<file path="config.mk">
export PLATFORM = sky130hd
export DESIGN_NAME = store_buffer
export DESIGN_NICKNAME = d
export VERILOG_FILES = /design/src/rtl/store_buffer.sv
export SDC_FILE = /design/constraint.sdc
export NUM_CORES = 1
export LEC_CHECK = 0
export ABC_AREA = 1
export BUFFER_PORTS_ARGS = -buffer_cell sky130_fd_sc_hd__buf_2
export CELL_PAD_IN_SITES_DETAIL_PLACEMENT = 0
export CELL_PAD_IN_SITES_GLOBAL_PLACEMENT = 1
export CORE_MARGIN = 2
export CORE_UTILIZATION = 43
export CTS_BUF_LIST = sky130_fd_sc_hd__clkbuf_4 sky130_fd_sc_hd__clkbuf_8 sky130_fd_sc_hd__clkbuf_16
export DETAILED_ROUTE_END_ITERATION = 7
export PLACE_DENSITY_LB_ADDON = 0.1
export SYNTH_ARGS = -nofsm -noshare
export SYNTH_HDL_FRONTEND = slang
export SYNTH_SLANG_ARGS = --single-unit
</file>
<file path="constraint.sdc">
create_clock -name clk -period 4.75 [get_ports clk]
set_input_delay 0.475 -clock clk [delete_from_list [all_inputs] [get_ports clk]]
set_output_delay 0.475 -clock clk [all_outputs]
set_load 0.02 [all_outputs]
</file>
<file path="src/rtl/store_buffer.sv">
// store_buffer: posted-store FIFO that drains to a single memory port,
// sharing that port with loads and forwarding loads that hit a buffered store.
module store_buffer #(
  parameter int DEPTH = 4,
  parameter int AW    = 32,
  parameter int DW    = 32
)(
  input  logic                     clk,
  input  logic                     rst_n,
  input  logic                     st_valid,
  input  logic [AW-1:0]            st_addr,
  input  logic [DW-1:0]            st_data,
  output logic                     st_ready,
  input  logic                     ld_req,
  input  logic [AW-1:0]            ld_addr,
  output logic                     ld_ready,
  output logic [DW-1:0]            ld_data,
  output logic [AW-1:0]            mem_A,
  output logic [DW-1:0]            mem_WD,
  output logic                     mem_WE,
  input  logic [DW-1:0]            mem_RD,
  output logic [$clog2(DEPTH):0]   count,
  output logic                     empty
);
  localparam int PW = $clog2(DEPTH);
  logic [AW-1:0] r_addr [DEPTH];
  logic [DW-1:0] r_data [DEPTH];
  logic [PW-1:0] r_head, r_tail;
  logic [PW:0]   r_count;
  logic          w_run, w_full, w_empty, w_hit, w_load, w_drain, w_push;
  logic [DW-1:0] w_fwd;
  assign w_run   = !rst_n;
  assign w_full  = r_count == (PW+1)'(DEPTH);
  assign w_empty = r_count == '0;
  // Walk oldest to youngest so the last match (youngest) wins.
  always_comb begin
    w_hit = 1'b0;
    w_fwd = '0;
    for (int i = 0; i < DEPTH; i++)
      if ((PW+1)'(i) < r_count && r_addr[r_head + PW'(i)] == ld_addr) begin
        w_hit = 1'b1;
        w_fwd = r_data[r_head + PW'(i)];
      end
  end
  assign w_load   = w_run && ld_req && !w_hit && !w_full;
  assign w_drain  = w_run && !w_empty && !w_load;
  assign w_push   = st_valid && st_ready;
  assign st_ready = w_run && !w_full;
  assign ld_ready = w_run && ld_req && (w_hit || !w_full);
  assign ld_data  = w_hit ? w_fwd : mem_RD;
  assign mem_A    = w_drain ? r_addr[r_head] : ld_addr;
  assign mem_WD   = w_drain ? r_data[r_head] : '0;
  assign mem_WE   = w_drain;
  assign count    = r_count;
  assign empty    = w_empty;
  always_ff @(posedge clk) begin
    if (rst_n) begin
      r_head  <= '0;
      r_tail  <= '0;
      r_count <= '0;
    end else begin
      if (w_push) r_tail <= r_tail + 1'b1;
      if (w_drain) r_head <= r_head + 1'b1;
      r_count <= r_count + (PW+1)'(w_push) - (PW+1)'(w_drain);
    end
  end
  always_ff @(posedge clk) begin
    if (w_push) begin
      r_addr[r_tail] <= st_addr;
      r_data[r_tail] <= st_data;
    end
  end
endmodule

</file>
Word-level counts from Yosys, hierarchy flattened

Memories as Yosys holds them, arrays and structs flattened. A register that Yosys moved wholly into a read port is not among the register bits.
Index checks and enable logic that the tools add are counted.

Register bits after elaboration: 7
Bits in writable memories: 256
Output and inout port bits: 103
Logic and storage cells: 56
Memories: 2

Add/subtract/negate cells: 6
Magnitude comparators: 4
Equal/unequal tests: 5
Mux-type cells: 17
Reductions and logical operators: 19

Memories:

| name   | words | bits a word | read ports | clocked after memory_dff | write ports | RTL line | source |
|---|---|---|---|---|---|---|---|
| r_addr | 4     | 32          | 4          | 1                        | 1           | 26       | `logic [AW-1:0] r_addr [DEPTH];` |
| r_data | 4     | 32          | 4          | 1                        | 1           | 27       | `logic [DW-1:0] r_data [DEPTH];` |

Operator list:

| kind                                                                        | number |
|---|---|
| 32-bit two-way mux                                                          | 7 |
| 32-bit equality test                                                        | 4 |
| 1-bit logical AND                                                           | 12 |
| 2-bit two-way mux                                                           | 4 |
| 1-bit by 3-bit less-than comparator with 1-bit output, first input constant | 2 |
| 2-bit by 3-bit less-than comparator with 1-bit output, first input constant | 2 |
| 1-bit two-way mux                                                           | 6 |
| 1-bit logical NOT                                                           | 5 |
| 2-bit by 1-bit adder with 2-bit output, second input constant               | 2 |
| 2-bit adder, second input constant                                          | 2 |
| 3-bit by 1-bit adder with 3-bit output                                      | 1 |
| 3-bit equality test, second input constant                                  | 1 |
| 3-bit logical NOT                                                           | 1 |
| 3-bit by 1-bit subtractor with 3-bit output                                 | 1 |
| 1-bit logical OR                                                            | 1 |

Longest topological paths before layout

An unclocked memory read counts as a cell.

Depth after elaboration: 14
Mapped depth: 25
Gate-level depth less buffers: 22

Worst setup path after synthesis

OpenSTA, ideal clock, no wires.

Path kind: flip-flop to flip-flop
Start point: register r_count[1], in the netlist count[1]
End point: memory r_addr[0][0], enable pin
Library setup time: 0.487 ns
Data arrival time: 4.020 ns
Required time: 4.263 ns
Path slack: 0.244 ns
Stages on the path, launching flop included: 5
Clock period less this slack: 4.506 ns
Cell sequence: dfxtp_1 -> nor3_1 -> nor2_1 -> nand2_1 -> nor2_1

Longest elaborated chain between the ends: 6

RTL lines:

| what                                    | RTL line | source |
|---|---|---|
| start, declared                         | 29       | `logic [PW:0] r_count;` |
| start signal, assigned                  | 64       | `r_count <= r_count + (PW+1)'(w_push) - (PW+1)'(w_drain);` |
| 3-bit equality test                     | 33       | `assign w_full = r_count == (PW+1)'(DEPTH);` |
| 1-bit logical NOT                       | 48       | `assign st_ready = w_run && !w_full;` |
| 1-bit logical AND                       | 48       |  |
| net st_ready                            | 13       | `output logic st_ready,` |
| 1-bit logical AND                       | 47       | `assign w_push = st_valid && st_ready;` |
| 1-bit two-way mux                       | 68       | `if (w_push) begin` |
| 1-bit two-way mux (implied by the code) | 69       | `r_addr[r_tail] <= st_addr;` |
| end, declared                           | 26       |  |

The timed path passes the listed nets, and every way through them passes these cells.

==> results.yml <==
clock_tree:
  clk_path_buf_depth: 3
  numCtsBuffers: 30
  cts-htree-levels: 1
  clk_latency_ns: 0.61
  cts_tree: "done"
  cts_sinks: 265
  cts_root_buffer: "clkbuf_16"
  clk_pin_slew_worst_paths_ns: 0.06
  ctsHoldBuffers: 0
synth:
  synth_seq_area_share_pct: 40.8
  synth_nets: 2944
  yosys-top-cells-area: "edfxtp_1 40%, nand2_1 25%, nand3_1 5.3%"
  ys_ff_latch: 265
  synth_top_area_cell: "edfxtp_1"
  syn-instance-count: 2804
  ys_types: 32
  synth_edf_count: 256
  synth_async_sr_flop_share_pct: 0
  netlist.area_leader.share_pct: 39.9
  synth_ff_type: "edfxtp_1"
  yosysWarnings: 0
  syn_area_per_cell_sq_um: 6.87
  syn_area_sq_mm: 0.0193
finish:
  final_common_cell: "nand2_1"
  syn2layout_area_growth_pct: 15.5
  final_cell_mix: "1255 x nand2_1, 256 x edfxtp_1, 234 x buf_2, 205 x nand3_1, 187 x nor2_1"
  layout-drive-gt1-share_pct: 15.4
  post-route-cell-area_sq_mm: 0.0223
  final_nets: 3100
  final-instance-count-excl-fill: 3577
  fillers: 4377
worst_setup_path:
  end_kind: "output pin"
  r2r_cells: 21
  r2r_end: "count[2]"
  criticalPathCategory: "reg2out"
  crit_family: "simple AND/OR/NAND/NOR gates"
  crit_arrival_ns: 4.04
  r2r_setup_slack_ns: 0.85
  crit_fanout: 32
  cpMostUsedCell: "nand2_1"
  cp_num_buf_inv: 4
  critPathMaxStageDelay_ns: 0.39
  start_kind: "register"
  cp.required_ns: 4.28
  crit_chain: "inv_4 > buf_4 > nand2_1 > nand3_1 > nand2_1 > nand2_1 > nand2_1 > nor2_1 > nand2_1 > nor2_1 > nand3_1 > nor2_2 > buf_6 > a21oi_1 > o21ai_1 > nand2_1 > nand2_1 > buf_2"
  slowest_stage: "dfxtp_4"
drt:
  vias: 19751
  viasPerCell: 5.52
  drc: 0
  wl_per_cell_microns: 20.2
  dr.pass1.iters: 5
  final_antenna_net_count: 0
  drtIter0Drc: 1819
  routed_wl_microns: 72100
power:
  p_int_w: 0.00595
  combPwrFrac_pct: 52.3
  pwr-share-clk_pct: 22.3
  swShare_pct: 46.1
  ir_drop_v: 0.000291
  pwr-share-seq_pct: 25.4
  switchingPower_w: 0.00509
  power.leakage_nw: 10.6
  powerDensity_mw_per_mm2: 496
placement:
  portBuffers: 234
  routabilityCongestion: 0.972
  place_ws_ns: 0.537
  hpwl_microns: 48100
  placed_area_sq_mm: 0.0210
  place_inst: 3512
global_routing:
  antenna_found_initial: 8
  first_global_vias: 18606
  grt_overflow: 0
  grt_max_degree: 132
  grt_use_total_pct: 29.9
  grt_pass1_wl_microns: 108000
timing:
  tns_ns: 0
  setup-violations-final: 0
  tightest_slew_ns: 1.11
  slew_headroom_pct: 25.8
  rsz0062_at_grt: "no"
  hold_viol: 0
  drv_slew: 0
  max_freq_ghz: 0.221
  fin_crit_sh_pct: 95.1
  setup_ws_ns: 0.235
  period_needed_ns: 4.52
  whs_ns: 0.0785
  fin_skew_ns: 0.0131
hold_path:
  whs_path_depth: 1
  holdCritPathClass: "in2reg"
  hold_end: "r_data[1][24]"
  hold_start: "st_data[24]"
floorplanning:
  ios: 235
  die-area_sq_mm: 0.0465
  die_w_microns: 216
  initial_utilization_pct: 43.6
  core_area_sq_mm: 0.0442
  std_cell_rows: 77
  die_y_microns: 216
flow_run:
  drv_cap: 0
status:
  status: "finished, final reports clean"
sequential cells by signal (all words and copies together) (netlist names), named ones only:
register,cells
r_head,2
r_tail,2
r_data,128
count,3
r_addr,128
Yosys cell counts, types with 16 or more instances:
master,count
a21oi_1,116
a221o_1,32
a32oi_1,32
buf_1,16
buf_2,60
clkbuf_1,75
edfxtp_1,256
inv_1,169
mux2i_1,32
nand2_1,1260
nand3_1,206
nor2_1,193
o21ai_0,81
o21ai_1,67
o22ai_1,32
or2_2,96
xor2_1,27
stage by stage:
| stage | total power (W) | util, % |
|---|---|---|
| 2_1_floorplan | 0.00673 | - |
| 3_3_place_gp | 0.00841 | 47.5 |
| 3_5_place_dp | 0.00845 | 47.5 |
| 4_1_cts | 0.0109 | 49.9 |
| 5_1_grt | 0.0117 | 50.3 |
| 6_report | 0.0110 | 50.3 |
per-layer routing:
metal	part of all wire [%]	track usage, %	vias to the layer above
li1	-	-	9512
met1	41	37.3	9272
met2	49	52.7	797
met3	6.5	3.75	160
met4	3.7	11.6	10
met5	0.089	0	-
worst max-delay path by stage:
| stage | endpoint | slack (ns) | cells after the start | startpoint |
|---|---|---|---|---|
| final | ld_data[4] | 0.23 | 18 | register |
| after global routing | ld_data[5] | 0.03 | 20 | register |
| after CTS | ld_data[18] | 0.02 | 21 | r_head[0] |
| after detailed placement | ld_data[4] | 0.54 | 19 | r_head[0] |
| after global placement | ld_data[4] | 0.54 | 19 | r_head[0] |
| after floorplan | r_addr[0][0] | 0.24 | 4 | count[1] |
power groups by stage:
stage	Combinational, W	Sequential [W]	Clock [W]
finish	0.00578	0.00280	0.00246
global route	0.00634	0.00281	0.00259
CTS	0.00563	0.00280	0.00249
detailed placement	0.00559	0.00286	0
global placement	0.00555	0.00286	0
floorplan	0.00391	0.00282	0
repair_timing:
item                                    CTS  global route
gates resized for setup                   4            25
endpoints found under the setup margin   28            81
pin swaps                                 0             1
cloned                                    0             3
setup buffers                             1             4
cells by family after synthesis:
kind of cell / share of synthesized area (%)
AND/OR/NAND/NOR: 37.1
AO/OA/AOI/OAI: 11.3
buffers and inverters: 7.26
flip-flops: 40.8
multiplexers: 1.66
XOR/XNOR: 1.27
adder cells (fa/ha/maj): 0.558
area by class of cell:
cell class                 count  area, sq um  share of cell area, %
timing repair buffer         286         1810                   8.12
tap                          592          741                   3.33
antenna                        2         5.00                 0.0225
clock inverter                19          244                   1.10
multi-input combinational   2202        10100                   45.4
inverter                     175          674                   3.03
clock buffer                  36          796                   3.58
sequential                   265         7880                   35.4
Power figures use the tool's default switching activity.
